## config.mk

```make
export PLATFORM = sky130hd
export DESIGN_NAME = conv_param_feeder
export DESIGN_NICKNAME = d
export VERILOG_FILES = /design/src/rtl/cnn_pkg.sv /design/src/rtl/conv_geom_calc.sv /design/src/rtl/conv_param_feeder.sv
export SDC_FILE = /design/constraint.sdc
export NUM_CORES = 2
export LEC_CHECK = 0
export ABC_AREA = 1
export CAP_MARGIN = 10
export CORE_MARGIN = 5
export CORE_UTILIZATION = 30
export DETAILED_ROUTE_END_ITERATION = 8
export PLACE_DENSITY = 0.43
export SKIP_CTS_REPAIR_TIMING = 1
export SLEW_MARGIN = 10
export SYNTH_ARGS = -nofsm -noshare
export SYNTH_HDL_FRONTEND = slang
export SYNTH_SLANG_ARGS = --single-unit
```

## constraint.sdc

```tcl
create_clock -name clk -period 35.2 [get_ports clk]
set_input_delay 7.04 -clock clk [delete_from_list [all_inputs] [get_ports clk]]
set_output_delay 7.04 -clock clk [all_outputs]
set_load 0.02 [all_outputs]
```

## src/rtl/cnn_pkg.sv

```systemverilog
// Shared definitions for the conv parameter feeder: header layout,
// capture-slot numbering and the fetch state machine encoding.
package cnn_pkg;

  localparam int HDR_BYTES    = 6;
  localparam int KERNEL_WORDS = 9;

  // Capture slots: 0..5 header bytes, 6 bias, 7..15 kernel words.
  localparam logic [3:0] HDR_LAST     = 4'd0;
  localparam logic [3:0] HDR_CHANNELS = 4'd1;
  localparam logic [3:0] HDR_KSIZE    = 4'd2;
  localparam logic [3:0] HDR_STRIDE   = 4'd3;
  localparam logic [3:0] HDR_IFSIZE   = 4'd4;
  localparam logic [3:0] HDR_FILTERS  = 4'd5;
  localparam logic [3:0] SEL_BIAS     = 4'd6;
  localparam logic [3:0] SEL_KERN0    = 4'd7;

  typedef enum logic [3:0] {
    ST_IDLE,
    ST_HDR,
    ST_BIAS,
    ST_KERN,
    ST_DRAIN,
    ST_COMMIT,
    ST_WAIT,
    ST_DONE
  } feeder_state_t;

endpackage

```

## src/rtl/conv_geom_calc.sv

```systemverilog
// Derives the squared sizes, output size and output base address of a
// layer from its header fields. Purely combinational, mod 2^16.
module conv_geom_calc (
  input  logic [7:0]  kernel_size,
  input  logic [7:0]  stride,
  input  logic [7:0]  if_size,
  input  logic [7:0]  amount_channels,
  input  logic [15:0] in_off,
  output logic [7:0]  kernel_size_2,
  output logic [7:0]  of_size,
  output logic [15:0] ifsize_2,
  output logic [15:0] ofsize_2,
  output logic [15:0] of_offset
);

  logic [15:0] k16, if16, ks2_16, of16;

  // stride holds log2 of the step, so the division is a right shift.
  always_comb begin
    k16           = {8'd0, kernel_size};
    if16          = {8'd0, if_size};
    ks2_16        = k16 * k16;
    kernel_size_2 = ks2_16[7:0];
    ifsize_2      = if16 * if16;
    of16          = ((if16 - k16) >> stride) + 16'd1;
    of_size       = of16[7:0];
    ofsize_2      = {8'd0, of_size} * {8'd0, of_size};
    of_offset     = in_off + ifsize_2 * {8'd0, amount_channels};
  end

endmodule

```

## src/rtl/conv_param_feeder.sv

```systemverilog
// Fetches layer headers, biases and kernels from weight memory into shadow
// registers and publishes them as one bundle with a struct_ready pulse.
module conv_param_feeder
  import cnn_pkg::*;
#(
  parameter int ADDRESS_BITS = 12,
  parameter int BASE_ADDR    = 0
) (
  input  logic                    clk,
  input  logic                    rst,
  input  logic                    start,
  input  logic                    next,
  input  logic                    next_filter,
  input  logic                    next_channel,
  output logic                    wmem_rd,
  output logic [ADDRESS_BITS-1:0] wmem_addr,
  input  logic [7:0]              wmem_data,
  output logic [7:0]              last_stage,
  output logic [7:0]              amount_channels,
  output logic [7:0]              kernel_size,
  output logic [7:0]              stride,
  output logic [7:0]              if_size,
  output logic [7:0]              amount_filters,
  output logic [7:0]              kernel_size_2,
  output logic [7:0]              of_size,
  output logic [15:0]             ifsize_2,
  output logic [15:0]             ofsize_2,
  output logic [15:0]             of_offset,
  output logic [7:0]              kernel [0:8],
  output logic [7:0]              bias,
  output logic                    struct_ready,
  output logic                    done,
  output logic                    protocol_err
);

  feeder_state_t state;
  logic [ADDRESS_BITS-1:0] ptr, layer_base;
  logic [15:0] in_off;
  logic [7:0]  filter, channel;
  logic [3:0]  cnt, cap_sel;
  logic        cap_valid;
  logic [7:0]  sh_hdr [0:HDR_BYTES-1];
  logic [7:0]  sh_bias;
  logic [7:0]  sh_kern [0:KERNEL_WORDS-1];

  logic [7:0]  g_ks2, g_of;
  logic [15:0] g_ifs2, g_ofs2, g_off;
  logic [31:0] filter_len, layer_end32, next_filter32;
  logic        any_req, can_accept;

  conv_geom_calc u_geom (
    .kernel_size     (sh_hdr[HDR_KSIZE]),
    .stride          (sh_hdr[HDR_STRIDE]),
    .if_size         (sh_hdr[HDR_IFSIZE]),
    .amount_channels (sh_hdr[HDR_CHANNELS]),
    .in_off          (in_off),
    .kernel_size_2   (g_ks2),
    .of_size         (g_of),
    .ifsize_2        (g_ifs2),
    .ofsize_2        (g_ofs2),
    .of_offset       (g_off)
  );

  // Jump targets let next/next_filter skip any channels that were never requested.
  always_comb begin
    filter_len    = 32'd1 + 32'(amount_channels) * KERNEL_WORDS;
    layer_end32   = 32'(layer_base) + HDR_BYTES + 32'(amount_filters) * filter_len;
    next_filter32 = 32'(layer_base) + HDR_BYTES + (32'(filter) + 32'd1) * filter_len;
    any_req       = next | next_filter | next_channel;
    can_accept    = (state == ST_WAIT) && !struct_ready;
    wmem_rd       = (state == ST_HDR) || (state == ST_BIAS) || (state == ST_KERN);
    wmem_addr     = ptr;
  end

  // Read data arrives one cycle after the strobe; cap_sel remembers its slot.
  always_ff @(posedge clk or posedge rst) begin
    if (rst) begin
      for (int i = 0; i < HDR_BYTES; i++) sh_hdr[i] <= 8'd0;
      for (int i = 0; i < KERNEL_WORDS; i++) sh_kern[i] <= 8'd0;
      sh_bias <= 8'd0;
    end else if (cap_valid) begin
      if (cap_sel < SEL_BIAS) sh_hdr[cap_sel[2:0]] <= wmem_data;
      else if (cap_sel == SEL_BIAS) sh_bias <= wmem_data;
      else sh_kern[cap_sel - SEL_KERN0] <= wmem_data;
    end
  end

  always_ff @(posedge clk or posedge rst) begin
    if (rst) begin
      state           <= ST_IDLE;
      ptr             <= '0;
      layer_base      <= '0;
      in_off          <= 16'd0;
      filter          <= 8'd0;
      channel         <= 8'd0;
      cnt             <= 4'd0;
      cap_sel         <= 4'd0;
      cap_valid       <= 1'b0;
      last_stage      <= 8'd0;
      amount_channels <= 8'd0;
      kernel_size     <= 8'd0;
      stride          <= 8'd0;
      if_size         <= 8'd0;
      amount_filters  <= 8'd0;
      kernel_size_2   <= 8'd0;
      of_size         <= 8'd0;
      ifsize_2        <= 16'd0;
      ofsize_2        <= 16'd0;
      of_offset       <= 16'd0;
      for (int i = 0; i < KERNEL_WORDS; i++) kernel[i] <= 8'd0;
      bias            <= 8'd0;
      struct_ready    <= 1'b0;
      done            <= 1'b0;
      protocol_err    <= 1'b0;
    end else begin
      struct_ready <= 1'b0;
      cap_valid    <= 1'b0;
      if (any_req && !can_accept) protocol_err <= 1'b1;
      case (state)
        ST_IDLE, ST_DONE: begin
          if (start) begin
            ptr        <= ADDRESS_BITS'(BASE_ADDR);
            layer_base <= ADDRESS_BITS'(BASE_ADDR);
            in_off     <= 16'd0;
            filter     <= 8'd0;
            channel    <= 8'd0;
            cnt        <= 4'd0;
            done       <= 1'b0;
            state      <= ST_HDR;
          end
        end
        ST_HDR: begin
          cap_valid <= 1'b1;
          cap_sel   <= cnt;
          ptr       <= ptr + 1'b1;
          if (cnt == 4'(HDR_BYTES - 1)) begin
            cnt   <= 4'd0;
            state <= ST_BIAS;
          end else begin
            cnt <= cnt + 4'd1;
          end
        end
        ST_BIAS: begin
          cap_valid <= 1'b1;
          cap_sel   <= SEL_BIAS;
          ptr       <= ptr + 1'b1;
          cnt       <= 4'd0;
          state     <= ST_KERN;
        end
        ST_KERN: begin
          cap_valid <= 1'b1;
          cap_sel   <= SEL_KERN0 + cnt;
          ptr       <= ptr + 1'b1;
          if (cnt == 4'(KERNEL_WORDS - 1)) begin
            cnt   <= 4'd0;
            state <= ST_DRAIN;
          end else begin
            cnt <= cnt + 4'd1;
          end
        end
        ST_DRAIN: state <= ST_COMMIT;
        ST_COMMIT: begin
          last_stage      <= sh_hdr[HDR_LAST];
          amount_channels <= sh_hdr[HDR_CHANNELS];
          kernel_size     <= sh_hdr[HDR_KSIZE];
          stride          <= sh_hdr[HDR_STRIDE];
          if_size         <= sh_hdr[HDR_IFSIZE];
          amount_filters  <= sh_hdr[HDR_FILTERS];
          kernel_size_2   <= g_ks2;
          of_size         <= g_of;
          ifsize_2        <= g_ifs2;
          ofsize_2        <= g_ofs2;
          of_offset       <= g_off;
          for (int i = 0; i < KERNEL_WORDS; i++) kernel[i] <= sh_kern[i];
          bias            <= sh_bias;
          struct_ready    <= 1'b1;
          state           <= ST_WAIT;
        end
        ST_WAIT: begin
          if (can_accept) begin
            if (next) begin
              if (last_stage[0]) begin
                done  <= 1'b1;
                state <= ST_DONE;
              end else begin
                ptr        <= layer_end32[ADDRESS_BITS-1:0];
                layer_base <= layer_end32[ADDRESS_BITS-1:0];
                in_off     <= of_offset;
                filter     <= 8'd0;
                channel    <= 8'd0;
                cnt        <= 4'd0;
                state      <= ST_HDR;
              end
            end else if (next_filter) begin
              if (filter == amount_filters - 8'd1) begin
                protocol_err <= 1'b1;
              end else begin
                ptr     <= next_filter32[ADDRESS_BITS-1:0];
                filter  <= filter + 8'd1;
                channel <= 8'd0;
                state   <= ST_BIAS;
              end
            end else if (next_channel) begin
              if (channel == amount_channels - 8'd1) begin
                protocol_err <= 1'b1;
              end else begin
                channel <= channel + 8'd1;
                cnt     <= 4'd0;
                state   <= ST_KERN;
              end
            end
          end
        end
        default: state <= ST_IDLE;
      endcase
    end
  end

endmodule

```

==> flow_metrics.env <==
export IMPL_netlist_cell_type_count=58
export IMPL_min_from="kernel[25]"
export IMPL_worst_clock_skew_ps=32.0
export IMPL_nFillCells=9957
export IMPL_synth_cells=3588
export IMPL_synth_simple_gate_area_share_pct=21.0
export IMPL_nets=4178
export IMPL_syn_area_sq_mm=0.0287
export IMPL_period_minus_slack_ps=9880
export IMPL_grt_pass1_wl_mm=139
export IMPL_cp_max_fo=15
export IMPL_dp_hpwl_mm=67.3
export IMPL_yosysSeqAreaShare_pct=33.6
export IMPL_cp_arrival_ps=2840
export IMPL_drtPass1Iterations=8
export IMPL_synth_top_family_by_area="adder cells"
export IMPL_slowest_delay_ps=710
export IMPL_htree_levels=2
export IMPL_ys_ff_latch=385
export IMPL_hold_viol=0
export IMPL_drt_total_wl_mm=88.4
export IMPL_start_util_pct=30.2
export IMPL_cpMostUsedCell="inv_1"
export IMPL_cp_start_kind="flip-flop"
export IMPL_maxCapViolCount=0
export IMPL_antenna_found_initial=3
export IMPL_area_delta_synth_final_pct=18.0
export IMPL_num_rows=113
export IMPL_cts_max_path_buffers=3
export IMPL_post_route_period_util_pct=28.1
export IMPL_fmax_mhz=101
export IMPL_port_buffers=218
export IMPL_critPathTopFamily="buffers and inverters"
export IMPL_syn_avg_cell_area_sq_um=7.99
export IMPL_synth_ff_type="dfrtp_1"
export IMPL_gp_congestion=0.822
export IMPL_vias_per_cell=4.48
export IMPL_status="completed"
export IMPL_yosysWarnings=0
export IMPL_clk_insertion_delay_late_ps=610
export IMPL_path_class="reg -> out"
export IMPL_hold_class="reg -> reg"
export IMPL_crit_start="state[1]"
export IMPL_cts_root_buffer="clkbuf_16"
export IMPL_min_to="kernel[25]"
export IMPL_rsz0062_at_grt="false"
export IMPL_r2r_start="sh_hdr[8]"
export IMPL_die_x_um=319
export IMPL_cp_required_ps=28160
export IMPL_insertedDiodeCount=0
export IMPL_cts_sinks=385
export IMPL_synth_xor_area_share_pct=2.90
export IMPL_remaining_drc_errors=0
export IMPL_rr_endpoint="of_offset[15]"
export IMPL_setup_viol=0
export IMPL_min_path_cells=2
export IMPL_tritoncts="yes"
export IMPL_synth_edf_count=0
export IMPL_die_area_sq_mm=0.102
export IMPL_num_vias=22693
export IMPL_placed_cells=4980
export IMPL_path_depth=6
export IMPL_muxShareOfSynthArea_pct=0
export IMPL_setup_tns_ps=0
export IMPL_wl_per_cell_um=17.5
export IMPL_synth_compound_area_share_pct=8.76
export IMPL_maxSlewHeadroom_pct=31.4
export IMPL_grt_pass1_vias=23203
export IMPL_path_buf_inv=3
export IMPL_final_util_pct=35.6
export IMPL_ant_nets=0
export IMPL_ios=222
export IMPL_core_sq_mm=0.0949
export IMPL_drive_gt1_share_pct=4.50
export IMPL_drv_slew=0
export IMPL_synth_async_reset_ratio_pct=100
export IMPL_rr_worst_depth=37
export IMPL_cp_cell_sequence="nor2_1, inv_1, a21oi_1, nor2_2, inv_1, clkdlybuf4s50_1"
export IMPL_synth_adder_area_share_pct=23.1
export IMPL_clk_pin_slew_worst_paths_ps=60
export IMPL_track_usage_pct=17.2
export IMPL_cts_buffers=48
export IMPL_end_kind="output port"
export IMPL_die_h_um=319
export IMPL_slowest_stage="clkdlybuf4s50_1"
export IMPL_first_iter_violations=1246
export IMPL_grt_max_degree=146
export IMPL_reg2reg_slack_ps=26690
export IMPL_tightestPinTransition_ps=1030
export IMPL_stdcell_count=5063
export IMPL_overflow=0
==> cells by family after synthesis <==
family,after synthesis
xor gates and xnor gates,95
buffers and inverters,788
and+or+nand+nor,1457
adders and majority gates,399
AOI/OAI and AO/OA,463
DFF,385
other,1
==> how the worst max path moves through the flow <==
| stage | slack (ps) | end |
|---|---|---|
| floorplan | 17460 | amount_channels[0] |
| global route | 25100 | wmem_rd |
| detailed placement | 25770 | filter[4] |
| finish | 25320 | wmem_rd |
| global placement | 25780 | filter[1] |
| CTS | 25260 | wmem_rd |
==> synthesized netlist by cell type, drive strengths merged, types with 22 or more instances <==
master,n,area share [%]
dfrtp,385,34
xor2,58,1.8
a21oi,87,1.5
nand2,1026,14
ha,181,7.9
nor3,22,0.52
fa,218,15
nand4,22,0.52
clkbuf,96,1.3
o21ai,310,5.5
buf,22,0.50
nand3,154,2.7
inv,667,8.8
nor2,197,2.8
xnor2,37,1.1
==> worst min-delay path, delay by kind of cell, from the launching register on <==
kind          cells  cell delay (ps)
flops             1              340
simple gates      2               90
==> sequential cells by signal, indices dropped and copies added, names as in the netlist, 3 cells and up <==
| register | count |
|---|---|
| sh_hdr | 48 |
| cap_sel | 4 |
| amount_channels | 8 |
| ifsize_2 | 14 |
| sh_bias | 8 |
| state | 3 |
| wmem_addr | 12 |
| sh_kern | 72 |
| kernel | 72 |
| ofsize_2 | 14 |
| in_off | 16 |
| amount_filters | 8 |
| of_offset | 16 |
| of_size | 8 |
| stride | 8 |
| kernel_size | 8 |
| filter | 8 |
| bias | 8 |
| cnt | 4 |
| last_stage | 8 |
| if_size | 8 |
| kernel_size_2 | 6 |
| layer_base | 12 |
| channel | 8 |
==> final cells by class <==
cell class	instances	area, sq um	share of cell area [%]
Multi-Input combinational cell	2419	16100	47.5
Sequential cell	385	9630	28.5
Inverter	670	2530	7.50
Timing Repair Buffer	241	2370	7.00
Tap cell	1265	1580	4.68
Clock buffer	64	1340	3.97
Clock inverter	19	284	0.840
==> routing by layer <==
layer	up-vias	wire length, um	global-route usage (%)
met2	388	40700	28.0
met3	108	3480	2.74
li1	11399	-	-
met4	4	2420	4.53
met1	10794	41800	24.0
met5	-	34	0
==> placed cells by master (no fill, tap or decap), types with 10 or more instances in the layout <==
cell / n
nand2_1: 1016
inv_1: 655
dfrtp_1: 385
o21ai_0: 304
fa_1: 218
clkdlybuf4s50_1: 218
nor2_1: 183
ha_1: 181
nand3_1: 151
a21oi_1: 86
xor2_1: 58
clkbuf_16: 48
xnor2_1: 37
buf_4: 22
nand4_1: 20
nor3_1: 17
or2_2: 13
o21bai_1: 10
nand2_2: 10
==> per-stage QoR <==
stage               hold WS (ps)  setup WS, ps  area [sq um]
global placement             456         25780         32200
finish                       468         25320         33800
global route                 489         25100         33800
CTS                          474         25260         33800
floorplan                    449         17460         28700
detailed placement           459         25770         32200
Power is not shown: default switching activity piles up to over one toggle a cycle in this logic, so the estimate is an artifact.
